<file path="src/rtl/strike_pkg.sv">
// Shared types and constants for the drum-strike SPI event transmitter.
// Frame layout: [15] valid, [14] overflow-at-capture, [13:12] sequence, [11:0] magnitude.
package strike_pkg;

   localparam int FRAME_BITS = 16;
   localparam int MAG_SHIFT  = 4;
   localparam int SEQ_BITS   = 2;
   localparam int MAG_BITS   = FRAME_BITS - 2 - SEQ_BITS;

   typedef struct packed {
      logic                valid;
      logic                ovf;
      logic [SEQ_BITS-1:0] seq;
      logic [MAG_BITS-1:0] mag;
   } strike_frame_t;

   typedef enum logic [1:0] {IDLE, SHIFT, DONE} tx_state_t;

   // 17-bit absolute value so that -32768 becomes 32768 and scales to 2048 without saturation.
   function automatic logic [MAG_BITS-1:0] gyro_mag(input logic signed [15:0] g);
      logic [16:0] abs_v;
      abs_v = g[15] ? (17'd0 - {g[15], g}) : {1'b0, g};
      return MAG_BITS'(abs_v >> MAG_SHIFT);
   endfunction

endpackage

</file>
<file path="src/rtl/strike_event_fifo.sv">
// Small synchronous FIFO with first-word-fall-through head, count, and pop-before-push
// priority so a push into a full FIFO succeeds when a pop happens in the same cycle.
module strike_event_fifo #(
   parameter int DEPTH = 4,
   parameter int WIDTH = 16
) (
   input  logic                     clk,
   input  logic                     rst_n,
   input  logic                     push,
   input  logic [WIDTH-1:0]         din,
   input  logic                     pop,
   output logic [WIDTH-1:0]         dout,
   output logic                     full,
   output logic                     empty,
   output logic [$clog2(DEPTH):0]   count
);

   localparam int AW = $clog2(DEPTH);
   localparam logic [AW:0] DEPTH_CNT = (AW+1)'(DEPTH);

   logic [WIDTH-1:0] r_mem [DEPTH];
   logic [AW-1:0]    r_rd_ptr;
   logic [AW-1:0]    r_wr_ptr;
   logic [AW:0]      r_count;
   logic             w_pop_ok;
   logic             w_push_ok;

   assign w_pop_ok  = pop & (r_count != '0);
   assign w_push_ok = push & ((r_count != DEPTH_CNT) | w_pop_ok);

   assign dout  = r_mem[r_rd_ptr];
   assign full  = (r_count == DEPTH_CNT);
   assign empty = (r_count == '0);
   assign count = r_count;

   always_ff @(posedge clk) begin
      if (w_push_ok) r_mem[r_wr_ptr] <= din;
   end

   always_ff @(posedge clk or negedge rst_n) begin
      if (!rst_n) begin
         r_rd_ptr <= '0;
         r_wr_ptr <= '0;
         r_count  <= '0;
      end else begin
         if (w_pop_ok)  r_rd_ptr <= r_rd_ptr + 1'b1;
         if (w_push_ok) r_wr_ptr <= r_wr_ptr + 1'b1;
         case ({w_push_ok, w_pop_ok})
            2'b10:   r_count <= r_count + 1'b1;
            2'b01:   r_count <= r_count - 1'b1;
            default: r_count <= r_count;
         endcase
      end
   end

endmodule

</file>
<file path="src/rtl/strike_event_tx.sv">
// Strike events -> FIFO -> SPI slave (mode 0) drained by the MCU, one frame per cs_n transaction.
// STRIKE_TX_SYNC_EN adds 2-flop synchronizers on sclk/cs_n; otherwise they are taken as clk-synchronous.
module strike_event_tx
   import strike_pkg::*;
#(
   parameter int FIFO_DEPTH = 4
) (
   input  logic               clk,
   input  logic               rst_n,
   input  logic               strike_in,
   input  logic signed [15:0] gyro_y,
   input  logic               sclk,
   input  logic               cs_n,
   output logic               miso,
   output logic               irq,
   output logic               overflow
);

   localparam int CW = $clog2(FIFO_DEPTH) + 1;
   localparam int BW = $clog2(FRAME_BITS);

   logic w_sclk_s, w_cs_s;

`ifdef STRIKE_TX_SYNC_EN
   logic [1:0] r_sclk_sync, r_cs_sync;
   always_ff @(posedge clk or negedge rst_n) begin
      if (!rst_n) begin
         r_sclk_sync <= 2'b00;
         r_cs_sync   <= 2'b11;
      end else begin
         r_sclk_sync <= {r_sclk_sync[0], sclk};
         r_cs_sync   <= {r_cs_sync[0], cs_n};
      end
   end
   assign w_sclk_s = r_sclk_sync[1];
   assign w_cs_s   = r_cs_sync[1];
`else
   assign w_sclk_s = sclk;
   assign w_cs_s   = cs_n;
`endif

   logic r_sclk_d, r_cs_d;
   logic w_sclk_rise, w_sclk_fall, w_cs_fall, w_cs_rise;

   assign w_sclk_rise = w_sclk_s & ~r_sclk_d;
   assign w_sclk_fall = ~w_sclk_s & r_sclk_d;
   assign w_cs_fall   = ~w_cs_s & r_cs_d;
   assign w_cs_rise   = w_cs_s & ~r_cs_d;

   tx_state_t             r_state, w_state_next;
   logic [FRAME_BITS-1:0] r_shift, w_shift_next;
   logic [BW-1:0]         r_bit_cnt, w_bit_cnt_next;
   logic                  r_loaded_valid, w_loaded_valid_next;
   logic [SEQ_BITS-1:0]   r_seq;
   logic                  r_overflow;
   logic                  r_irq;
   logic                  w_pop, w_push;
   logic [FRAME_BITS-1:0] w_head;
   logic                  w_fifo_full, w_fifo_empty;
   logic [CW-1:0]         w_count;
   strike_frame_t         w_new_frame;

   assign w_new_frame = '{valid: 1'b1, ovf: r_overflow, seq: r_seq, mag: gyro_mag(gyro_y)};
   assign w_push      = strike_in & (~w_fifo_full | w_pop);

   strike_event_fifo #(
      .DEPTH (FIFO_DEPTH),
      .WIDTH (FRAME_BITS)
   ) u_fifo (
      .clk   (clk),
      .rst_n (rst_n),
      .push  (w_push),
      .din   (w_new_frame),
      .pop   (w_pop),
      .dout  (w_head),
      .full  (w_fifo_full),
      .empty (w_fifo_empty),
      .count (w_count)
   );

   always_comb begin
      w_state_next        = r_state;
      w_shift_next        = r_shift;
      w_bit_cnt_next      = r_bit_cnt;
      w_loaded_valid_next = r_loaded_valid;
      w_pop               = 1'b0;
      case (r_state)
         IDLE: begin
            if (w_cs_fall) begin
               w_shift_next        = w_fifo_empty ? '0 : w_head;
               w_loaded_valid_next = ~w_fifo_empty & w_head[FRAME_BITS-1];
               w_bit_cnt_next      = '0;
               w_state_next        = SHIFT;
            end
         end
         SHIFT: begin
            if (w_cs_rise) begin
               w_state_next = IDLE;
            end else begin
               if (w_sclk_rise) begin
                  w_bit_cnt_next = r_bit_cnt + 1'b1;
                  if (r_bit_cnt == BW'(FRAME_BITS-1)) w_state_next = DONE;
               end
               if (w_sclk_fall) w_shift_next = {r_shift[FRAME_BITS-2:0], 1'b0};
            end
         end
         DONE: begin
            // Only a complete transfer of a real frame consumes it; aborts re-send the same head.
            if (w_cs_rise) begin
               w_pop        = r_loaded_valid;
               w_state_next = IDLE;
            end
         end
         default: w_state_next = IDLE;
      endcase
   end

   always_ff @(posedge clk or negedge rst_n) begin
      if (!rst_n) begin
         r_sclk_d       <= 1'b0;
         r_cs_d         <= 1'b1;
         r_state        <= IDLE;
         r_shift        <= '0;
         r_bit_cnt      <= '0;
         r_loaded_valid <= 1'b0;
         r_seq          <= '0;
         r_overflow     <= 1'b0;
         r_irq          <= 1'b0;
      end else begin
         r_sclk_d       <= w_sclk_s;
         r_cs_d         <= w_cs_s;
         r_state        <= w_state_next;
         r_shift        <= w_shift_next;
         r_bit_cnt      <= w_bit_cnt_next;
         r_loaded_valid <= w_loaded_valid_next;
         r_irq          <= (w_count != '0);
         if (w_push) r_seq <= r_seq + 1'b1;
         if (strike_in & w_fifo_full & ~w_pop)
            r_overflow <= 1'b1;
         else if (w_pop & w_head[FRAME_BITS-2])
            r_overflow <= 1'b0;
      end
   end

   assign miso     = (r_state == SHIFT) & r_shift[FRAME_BITS-1];
   assign irq      = r_irq;
   assign overflow = r_overflow;

endmodule
</file>
<file path="config.mk">
export PLATFORM = sky130hd
export DESIGN_NAME = strike_event_tx
export DESIGN_NICKNAME = d
export VERILOG_FILES = /design/src/rtl/strike_pkg.sv /design/src/rtl/strike_event_fifo.sv /design/src/rtl/strike_event_tx.sv
export SDC_FILE = /design/constraint.sdc
export NUM_CORES = 1
export LEC_CHECK = 0
export BUFFER_PORTS_ARGS = -buffer_cell sky130_fd_sc_hd__buf_2
export CAP_MARGIN = 10
export CORE_ASPECT_RATIO = 1.2
export CORE_MARGIN = 1.5
export CORE_UTILIZATION = 55
export CTS_BUF_LIST = sky130_fd_sc_hd__clkbuf_8
export DETAILED_ROUTE_END_ITERATION = 16
export MAX_ROUTING_LAYER = met4
export PLACE_DENSITY = 0.75
export SYNTH_ARGS = -nofsm -noshare
export SYNTH_HDL_FRONTEND = slang
export SYNTH_SLANG_ARGS = --single-unit
</file>
<file path="constraint.sdc">
create_clock -name clk -period 3.3 [get_ports clk]
set_input_delay 0.165 -clock clk [delete_from_list [all_inputs] [get_ports clk]]
set_output_delay 0.165 -clock clk [all_outputs]
set_load 0.02 [all_outputs]
</file>
==> Yosys cells after proc, flatten, opt, wreduce, memory -nomap -nowiden <==
Memory sizes are Yosys's and may differ from the RTL's.
Index checks and enable logic that the tools add are counted.
{ "classes": {"muxes": 23, "eq_ne": 14, "reduce_logical": 10, "bitwise_logic": 21, "order_cmp": 0, "shifts": 0, "addsub": 7, "n_mul": 0, "n_div": 0} }
{ "ops": {"columns": ["cell", "count"], "rows": [
  ["2-to-1 mux 16 bit", 5],
  ["case mux 16 bit (2 select lines)", 1],
  ["subtractor 1 x 16 -> 16 bit, first input constant", 1],
  ["2-to-1 mux 4 bit", 3],
  ["AND reduction 4 bit", 3],
  ["AND 1 bit", 11],
  ["2-to-1 mux 2 bit", 5],
  ["!= test 2 bit, second input constant", 5],
  ["!= test 3 bit, second input constant", 3],
  ["case mux 4 bit (2 select lines)", 1],
  ["inverter 1 bit", 7],
  ["adder 2 x 1 -> 2 bit, second input constant", 3],
  ["2-to-1 mux 1 bit", 6],
  ["case mux 2 bit (3 select lines)", 1],
  ["case mux 3 bit (2 select lines)", 1],
  ["nonzero test 2 bit", 3],
  ["adder 4 x 1 -> 4 bit, second input constant", 1],
  ["equality test 2 x 1 -> 1 bit, second input constant", 2],
  ["equality test 2 bit, second input constant", 2],
  ["equality test 4 bit, second input constant", 1],
  ["adder 3 x 1 -> 3 bit, second input constant", 1],
  ["equality test 3 bit, second input constant", 1],
  ["zero test 3 bit", 1],
  ["nonzero test 3 bit", 1],
  ["5 further kinds", 6]
]} }
{ "totals": {"out_inout_bits": 3, "register_bits": 36, "rom_bits": 0, "elab_cells": 88, "mem_count": 1, "mem_bits_rw": 60, "latchBits": 0} }
{ "memory_table": {"columns": ["name", "depth", "width", "rd", "rd_ports_with_merged_regs", "write_ports", "line_no", "rtl"], "rows": [
  ["u_fifo.r_mem", 4, 15, 1, 0, 1, "strike_event_fifo.sv:21", "logic [WIDTH-1:0] r_mem [DEPTH];"]
]} }

==> Depth between registers and ports, before layout <==
Gate-level depths: netlist of run 1.
{ "logic_depth": {"depth_word": 9, "depth_mapped": 11, "mapped_depth_nobuf": 10} }

==> By module <==
Synthesis of run 1 repeated with hierarchy kept, for this count alone.
{ "hier_totals": {"cells_unflattened": 308, "area_unflattened_um2": 4498.1} }
{ "by_module_without_submodules": {"columns": ["module", "n_inst", "cells_each", "seq_area_each_um2", "area_each_um2"], "rows": [
  ["strike_event_fifo", 1, 122, 2097.0, 2741.4],
  ["strike_event_tx", 1, 186, 726.9, 1756.7]
]} }

==> Worst setup path before layout of run 1 <==
Ideal clock, no wire load.
{ "synth_timing": {"path_type": "reg-to-reg", "from": "register u_fifo.r_count[0] (netlist: u_fifo.count[0])", "to": "register u_fifo.r_count[2] (netlist: u_fifo.count[2])", "n_path_buf": 1, "path_stages_with_launch": 12, "period_less_slack_ns": 2.271, "slack_ns": 1.029, "arrival_time_ns": 2.191, "t_required_ns": 3.221, "path_cell_list": "dfrtp_1 > or3b_1 > a31oi_1 > nor2b_1 > buf_2 > inv_1 > ha_1 > inv_1 > fa_1 > xor2_1 > nor2_1 > xor2_1"} }
{ "synth_via": {"elab_chain_len": 7} }
{ "synth_rtl": {"columns": ["element", "line_no", "rtl"], "rows": [
  ["from (decl)", "strike_event_fifo.sv:24", "logic [AW:0] r_count;"],
  ["from (signal assigned)", "strike_event_fifo.sv:49", "2'b10: r_count <= r_count + 1'b1;"],
  ["from (signal assigned)", "strike_event_fifo.sv:50", "2'b01: r_count <= r_count - 1'b1;"],
  ["from (signal assigned)", "strike_event_fifo.sv:51", "default: r_count <= r_count;"],
  ["equality test 3 bit", "strike_event_fifo.sv:32", "assign full = (r_count == DEPTH_CNT);"],
  ["inverter 1 bit", "strike_event_tx.sv:64", "assign w_push = strike_in & (~w_fifo_full | w_pop);"],
  ["bitwise OR 1 bit", "strike_event_tx.sv:64", null],
  ["AND 1 bit", "strike_event_tx.sv:64", null],
  ["AND 1 bit", "strike_event_fifo.sv:29", "assign w_push_ok = push & ((r_count != DEPTH_CNT) | w_pop_ok);"],
  ["equality test 2 x 1 -> 1 bit or equality test 2 bit (tied branches)", "strike_event_fifo.sv:48", "case ({w_push_ok, w_pop_ok})"],
  ["case mux 3 bit (2 select lines) or nonzero test 2 bit (tied branches)", null, null]
]} }
Several ways; a longest one is shown, not always the timed one.
A chain may end at the register's enable or synchronous reset.

==> Final worst setup path of run 1 <==
{ "layout_timing": {"from": "input cs_n", "to": "memory u_fifo.r_mem[2][3] (netlist name) (enable)"} }
{ "layout_via": {"elab_chain_len": 8} }
{ "layout_rtl": {"columns": ["element", "line_no", "rtl"], "rows": [
  ["from (decl)", "strike_event_tx.sv:13", "input logic cs_n,"],
  ["AND 1 bit *", "strike_event_tx.sv:48", "assign w_cs_rise = w_cs_s & ~r_cs_d;"],
  ["2-to-1 mux 1 bit *", "strike_event_tx.sv:109", "if (w_cs_rise) begin"],
  ["2-to-1 mux 1 bit *", "strike_event_tx.sv:87", "case (r_state)"],
  ["bitwise OR 1 bit or AND 1 bit (tied branches)", "strike_event_tx.sv:64, strike_event_fifo.sv:28", null],
  ["AND 1 bit or bitwise OR 1 bit (tied branches)", "strike_event_tx.sv:64, strike_event_fifo.sv:29", null],
  ["AND 1 bit *", "strike_event_fifo.sv:29", null],
  ["2-to-1 mux 1 bit *", "strike_event_fifo.sv:37", "if (w_push_ok) r_mem[r_wr_ptr] <= din;"],
  ["2-to-1 mux 1 bit (implied by the code) *", "strike_event_fifo.sv:37", null],
  ["to (decl)", "strike_event_fifo.sv:21", null]
]} }
Mark *: on every way between the ends. The rest lies on a longest branch, timed or not.

==> results of run 1 <==
[state kept, by name, indices dropped and copies added (netlist names)]
register         flops
u_fifo.count         3
r_seq                2
r_cs_d               1
u_fifo.r_rd_ptr      2
u_fifo.r_mem        60
r_sclk_d             1
r_state              2
r_bit_cnt            4
r_shift             16
overflow             1
r_loaded_valid       1
irq                  1
u_fifo.r_wr_ptr      2
[tightest hold or removal path, cell delays in order]
cell	delay, ns
buf_2	0.11
a21oi_1	0.12
a41oi_1	0.05
[path summary, 6_finish.rpt]
check	start	endpoint	slack (ns)
setup / recovery	cs_n	u_fifo.r_mem[2][3]	0.68
hold / removal	strike_in	overflow	0.13
setup reg to reg	u_fifo.count[0]	u_fifo.count[2]	0.80
hold reg to reg	u_fifo.count[2]	u_fifo.count[2]	0.50
max in group asynchronous	rst_n	r_sclk_d	2.39
min in group asynchronous	rst_n	u_fifo.count[0]	0.41
[final cells by class]
class | count | area [um2]
multi-input combinational | 158 | 1310
sequential | 96 | 2700
clock buffer | 9 | 124
tap | 90 | 113
timing repair buffer | 29 | 168
clock inverter | 7 | 61.3
inverter | 9 | 33.8
fill | 528 | 2760
[layer usage]
layer	wire, um	global-route usage (%)	vias up
met5	0	-	-
met4	80	5.87	0
met3	256	4.49	6
met2	3640	33.4	57
met1	2820	23.2	1144
li1	-	-	1086
[layout by cell type (no fill, tap or decap), types with 2 or more instances in the layout]
cell           netlist  final
dfrtp_1             35     35
or3_1                3      3
ha_1                 6      6
inv_1                9      9
buf_2                8     23
and4_1               2      2
xnor2_1             14     14
and2_1               6      6
o21ai_0              9      9
nor2b_1              3      3
and2b_1              2      2
nor4_1               3      3
nand2_1             12     12
nor2_1              22     22
inv_6                0      3
edfxtp_1            60     60
buf_4                1      3
clkbuf_8             0      9
a21oi_1             17     17
mux4_2              15     15
dlygate4sd3_1        0      3
inv_8                0      2
o31ai_1              4      4
a22oi_1             14     14
xor2_1               5      5
nand3_1              2      2
[through the flow]
step | utilization, % | power, uW | area [um2] | setup slack, ns
floorplan | - | 2300 | 4120 | 1.03
global placement | 59.1 | 2460 | 4300 | 0.914
detailed placement | 59.1 | 2500 | 4300 | 0.807
CTS | 62.1 | 3220 | 4520 | 0.693
global route | 62.1 | 3380 | 4520 | 0.499
finish | 62.1 | 3200 | 4520 | 0.685
[kinds of logic (layout without fill, tap and decap cells)]
group,count (synthesis),count (layout),synth area share (%)
fa+ha+maj,7,7,2.31
xor+xnor,19,19,4.04
mux,18,18,9.08
compound gates,51,51,8.17
buf+inv,22,54,2.52
simple gates,63,63,8.29
flops,96,96,65.6
[power by group through the flow]
stage,logic [uW],clock network [uW],registers [uW]
after floorplan,498,0,1800
after global placement,635,0,1820
after detailed placement,660,0,1840
after CTS,668,740,1810
after global routing,740,783,1850
final,656,728,1810
==> flow_metrics.py, run 1 <==
metrics = {
    "routing": {
        "dr.first_iter.drc_count": 122,
        "drc": 0,
        "ant_nets": 0,
        "viasPerCell": 5.76,
        "vias": 2293,
        "drt_first_pass_iters": 4,
        "wl_mm": 6.80,
        "wire_per_inst_um": 17.1,
    },
    "synthesis": {
        "ys_warn_count": 0,
        "syn_avg_cell_area_um2": 14.9,
        "synth_edf_count": 60,
        "netlist.area_leader.share_pct": 43.7,
        "yosysSeqAreaShare_pct": 65.6,
        "synth-seq-cells": 96,
        "synthArstFlopShare_pct": 37.5,
        "post-synth-top-count-cell": "edfxtp_1",
        "syn_nets": 304,
        "syn_area_mm2": 0.00412,
        "synthCells": 276,
        "yosys_most_used_dff": "edfxtp_1",
        "ys_types": 44,
        "synthTopCellsByArea": "edfxtp_1 44%, dfrtp_1 21%, mux4_2 8.2%",
        "synth_top_area_cell": "edfxtp_1",
        "synth.cells.most_frequent": "60 x edfxtp_1, 35 x dfrtp_1, 22 x nor2_1",
    },
    "die": {
        "initial_core_util_pct": 56.7,
        "row_count": 34,
        "core-area_mm2": 0.00727,
        "die-area_mm2": 0.00802,
        "die_h_um": 97.8,
        "die_w_um": 82.0,
        "ios": 24,
    },
    "timing": {
        "fin_worst_skew_ns": 0.00960,
        "min_period_over_period_pct": 79.2,
        "setup_violations": 0,
        "fin_crit_ns": 2.62,
        "timing.final.hold_violations": 0,
        "hold_ws_ns": 0.128,
        "relSlewSlack_pct": 47.3,
        "rsz0062_at_grt": "no",
        "clock.fmax_mhz": 382,
        "tightest_slew_ns": 0.790,
        "fin_tns_setup_ns": 0,
        "slew_violations": 0,
    },
    "place": {
        "portBuffers": 23,
        "dp_hpwl_mm": 4.60,
        "gp_congestion": 0.719,
        "post-place-cells": 379,
    },
    "clock_tree": {
        "clk_latency_ns": 0.37,
        "htree_num_levels": 3,
        "cts_root_buffer": "clkbuf_8",
        "cts_buffers": 9,
        "clockBufferDepth": 2,
        "path_clk_slew_ns": 0.09,
        "cts_tree": "built",
        "postCtsSetupBuffers": 0,
        "cts_hold_buf": 3,
        "clkSinkCount": 96,
        "cts-resized-gates": 0,
    },
    "setup_path": {
        "worstPathCellList": "dlygate4sd3_1 > buf_2 > nor2b_1 > a31oi_1 > nor2b_1 > and2_1",
        "arrival_ns": 2.61,
        "cp.buffers_inverters": 2,
        "slowest_stage": "and2_1",
        "critPathTopFamily": "simple AND/OR/NAND/NOR gates",
        "end_kind": "flop",
        "slowest_delay_ns": 0.73,
        "critPathKind": "input pin to flop",
        "cp.required_ns": 3.30,
        "cp.depth": 6,
        "cp_max_fo": 15,
        "ff2ff_path_depth": 10,
        "crit_path_frequent_cell": "nor2b_1",
        "cp-start-kind": "input pin",
    },
    "power": {
        "clockPowerShare_pct": 22.8,
        "p_sw_share_pct": 30.6,
        "leakage_uw": 0.00166,
        "seqPwrFrac_pct": 56.7,
        "power.density_mw_per_mm2": 708,
        "combPwrFrac_pct": 20.5,
        "peakVddDrop_mv": 0.304,
        "switchingPower_uw": 978,
        "p_int_uw": 2220,
    },
    "finish": {
        "diodes": 0,
        "nNetsFinal": 331,
        "area_delta_synth_final_pct": 9.59,
        "fin_cells": 398,
        "drive_gt1_share_pct": 20.8,
    },
    "grt": {
        "global_route.overflow_total": 0,
        "grt_pass1_wl_mm": 11.2,
        "antenna_found_initial": 0,
        "grt_max_degree": 37,
        "grt_use_total_pct": 19.7,
        "grt_pass1_vias": 2330,
    },
    "hold_path": {
        "hold_path_class": "input pin to flop",
        "whs_path_depth": 3,
    },
    "run": {
        "maxCapViolCount": 0,
    },
    "run_status": {
        "status": "finished clean",
    },
}
(Power assumes the default switching activity.)
==> run 2, diff against run 1 <==
Settings changed: ABC_AREA set to 1.
Clock period 3.3 ns to 2.5 ns, I/O delays scaled along.
==> flow_metrics.py, run 2 <==
metrics = {
    "run_status": {
        "status": "finished clean",
    },
    "synthesis": {
        "syn_area_mm2": 0.00466,
        "netlist.area_leader.share_pct": 38.6,
        "yosys.area_share.xor_xnor_pct": 1.88,
        "synth_top_family_by_area": "simple AND/OR/NAND/NOR gates",
        "synthSimpleGateAreaFrac_pct": 26.8,
        "yosys_most_used_dff": "edfxtp_1",
        "synthTopCellsByArea": "edfxtp_1 39%, dfrtp_1 19%, nand2_1 18%",
        "synth_top_area_cell": "edfxtp_1",
        "ys_warn_count": 0,
        "synth.area.mux_share_pct": 0,
        "synthAdderAreaFrac_pct": 2.04,
        "ys_types": 30,
        "synth_compound_gate_area_share_pct": 2.23,
        "synthArstFlopShare_pct": 37.5,
        "post-synth-top-count-cell": "nand2_1",
        "synth-seq-cells": 96,
        "yosysSeqAreaShare_pct": 58.0,
        "synthCells": 542,
        "syn_avg_cell_area_um2": 8.60,
        "syn_nets": 570,
        "synth_edf_count": 60,
        "synth.cells.most_frequent": "218 x nand2_1, 86 x inv_1, 60 x edfxtp_1",
    },
    "clock_tree": {
        "clk_latency_ns": 0.37,
        "cts_root_buffer": "clkbuf_8",
        "clkSinkCount": 96,
        "htree_num_levels": 3,
        "cts_tree": "built",
        "path_clk_slew_ns": 0.08,
        "cts_buffers": 9,
        "clockBufferDepth": 2,
    },
    "setup_path": {
        "end_kind": "flop",
        "arrival_ns": 2.54,
        "cp-start-kind": "flop",
        "critPathKind": "flop to flop",
        "cp.required_ns": 2.75,
        "cp_max_fo": 10,
    },
    "grt": {
        "grt_pass1_wl_mm": 14.2,
        "antenna_found_initial": 0,
        "grt_pass1_vias": 3162,
        "grt_use_total_pct": 21.3,
        "global_route.overflow_total": 0,
        "grt_max_degree": 37,
    },
    "routing": {
        "viasPerCell": 4.88,
        "wire_per_inst_um": 12.3,
        "drc": 0,
        "ant_nets": 0,
        "vias": 3370,
        "dr.first_iter.drc_count": 148,
        "drt_first_pass_iters": 4,
        "wl_mm": 8.51,
    },
    "power": {
        "switchingPower_uw": 2120,
        "power.density_mw_per_mm2": 1070,
        "leakage_uw": 0.00258,
        "p_total_uw": 5470,
        "p_int_uw": 3350,
        "p_sw_share_pct": 38.7,
        "seqPwrFrac_pct": 44.0,
        "combPwrFrac_pct": 37.3,
        "peakVddDrop_mv": 0.560,
        "clockPowerShare_pct": 18.7,
    },
    "finish": {
        "fill_cells": 664,
        "drive_gt1_share_pct": 9.90,
        "top_regs": "u_fifo.r_mem (60), r_shift (16), r_bit_cnt (4)",
        "nNetsFinal": 599,
        "utilization_pct": 62.9,
        "diodes": 0,
        "largest_reg_flops": 60,
        "area_delta_synth_final_pct": 10.0,
        "final_common_cell": "nand2_1",
        "fin_cells": 690,
        "top_register": "u_fifo.r_mem",
        "final_cell_mix": "217 x nand2_1, 89 x inv_1, 60 x edfxtp_1, 50 x nand3_1, 35 x dfrtp_1",
    },
    "timing": {
        "tightest_slew_ns": 0.823,
        "fin_tns_setup_ns": 0,
        "slew_violations": 0,
        "fin_crit_ns": 2.29,
        "min_period_over_period_pct": 91.5,
        "relSlewSlack_pct": 45.1,
        "timing.final.hold_violations": 0,
        "clock.fmax_mhz": 437,
        "fin_worst_skew_ns": 0.00849,
        "setup_violations": 0,
        "rsz0062_at_grt": "no",
    },
    "die": {
        "die_h_um": 104,
        "initial_core_util_pct": 57.2,
        "row_count": 36,
        "ios": 24,
        "die-area_mm2": 0.00904,
        "die_w_um": 87.0,
        "core-area_mm2": 0.00815,
    },
    "place": {
        "dp_hpwl_mm": 5.63,
        "post-place-cells": 671,
        "portBuffers": 23,
        "gp_congestion": 0.828,
    },
    "run": {
        "maxCapViolCount": 0,
    },
    "hold_path": {
        "hold_path_class": "input pin to flop",
    },
}
## run 2: cell count changes after synthesis, sizes merged, moves of 4 or more
cell / change
nand2: +211
inv: +81
nand3: +48
a21oi: -15
mux4: -15
a22oi: -14
xnor2: -12
and2: -6
nor3: +4
o21ai: +4
o31ai: -4
## run 2: area by class of cell
type / count / area, um2 / share of cell area, %
clock inverters: 5 / 50.0 / 0.976
flip-flops and latches: 96 / 2700 / 52.7
multi-input cells: 341 / 1540 / 30.1
repair buffers: 33 / 198 / 3.85
clock buffers: 11 / 151 / 2.95
inverters: 90 / 340 / 6.64
well taps: 114 / 143 / 2.78
## run 2: per-stage QoR
step / hold slack [ns] / area [um2] / setup WS, ns
6_report: 0.0648 / 5130 / 0.214
3_5_place_dp: 0.250 / 4890 / 0.158
4_1_cts: 0.0393 / 5120 / 0.141
3_3_place_gp: 0.247 / 4890 / 0.247
5_1_grt: 0.0683 / 5130 / 0.0109
2_1_floorplan: -0.171 / 4660 / 0.372
## run 2: worst paths after layout
check / startpoint / endpoint / slack, ns / cells past startpoint
setup / recovery: r_cs_d / u_fifo.count[2] / 0.21 / 12
hold / removal: strike_in / overflow / 0.06 / 3
setup reg to reg: r_cs_d / u_fifo.count[2] / 0.21 / 12
hold reg to reg: r_shift[1] / r_shift[1] / 0.49 / 2
max in group asynchronous: rst_n / r_loaded_valid / 1.59 / 2
min in group asynchronous: rst_n / r_shift[8] / 0.39 / 2
## run 2: per-layer routing
metal	vias up	wire [um]	track usage (%)
met1	1556	3840	27.2
met5	-	0	-
met3	11	285	3.33
met4	0	117	9.91
met2	67	4270	33.1
li1	1736	-	-
## run 2: power groups by stage
stage	logic [uW]	clock network, uW	registers, uW
finish	2040	1020	2400
global route	2340	1100	2450
CTS	2050	1040	2410
detailed placement	2030	0	2440
global placement	1960	0	2420
floorplan	1560	0	2400
## run 2: kinds of logic (layout without fill, tap and decap cells)
kind of cell,Yosys count,in the layout
flip-flops,96,96
XOR/XNOR,10,10
AND/OR/NAND/NOR,305,305
AO/OA/AOI/OAI,19,19
buffers and inverters,105,139
adder cells (fa/ha/maj),7,7
## run 2: worst max-delay path, cell delays in order, from the launching register on
cell and delay [ns]:
dfstp_2 0.54, inv_1 0.05, nand2_1 0.08, inv_1 0.07
nand2_1 0.17, nand2_2 0.13, nand2_4 0.13, ha_1 0.15
inv_1 0.06, fa_1 0.37, a21oi_1 0.16, o21ai_0 0.11
xor2_1 0.15
## run 2: repair_timing
item,CTS,global route
gates resized for setup,0,2
hold endpoints to repair,37,0
endpoints found under the setup margin,0,1
hold buffers,3,0
setup buffers,0,0
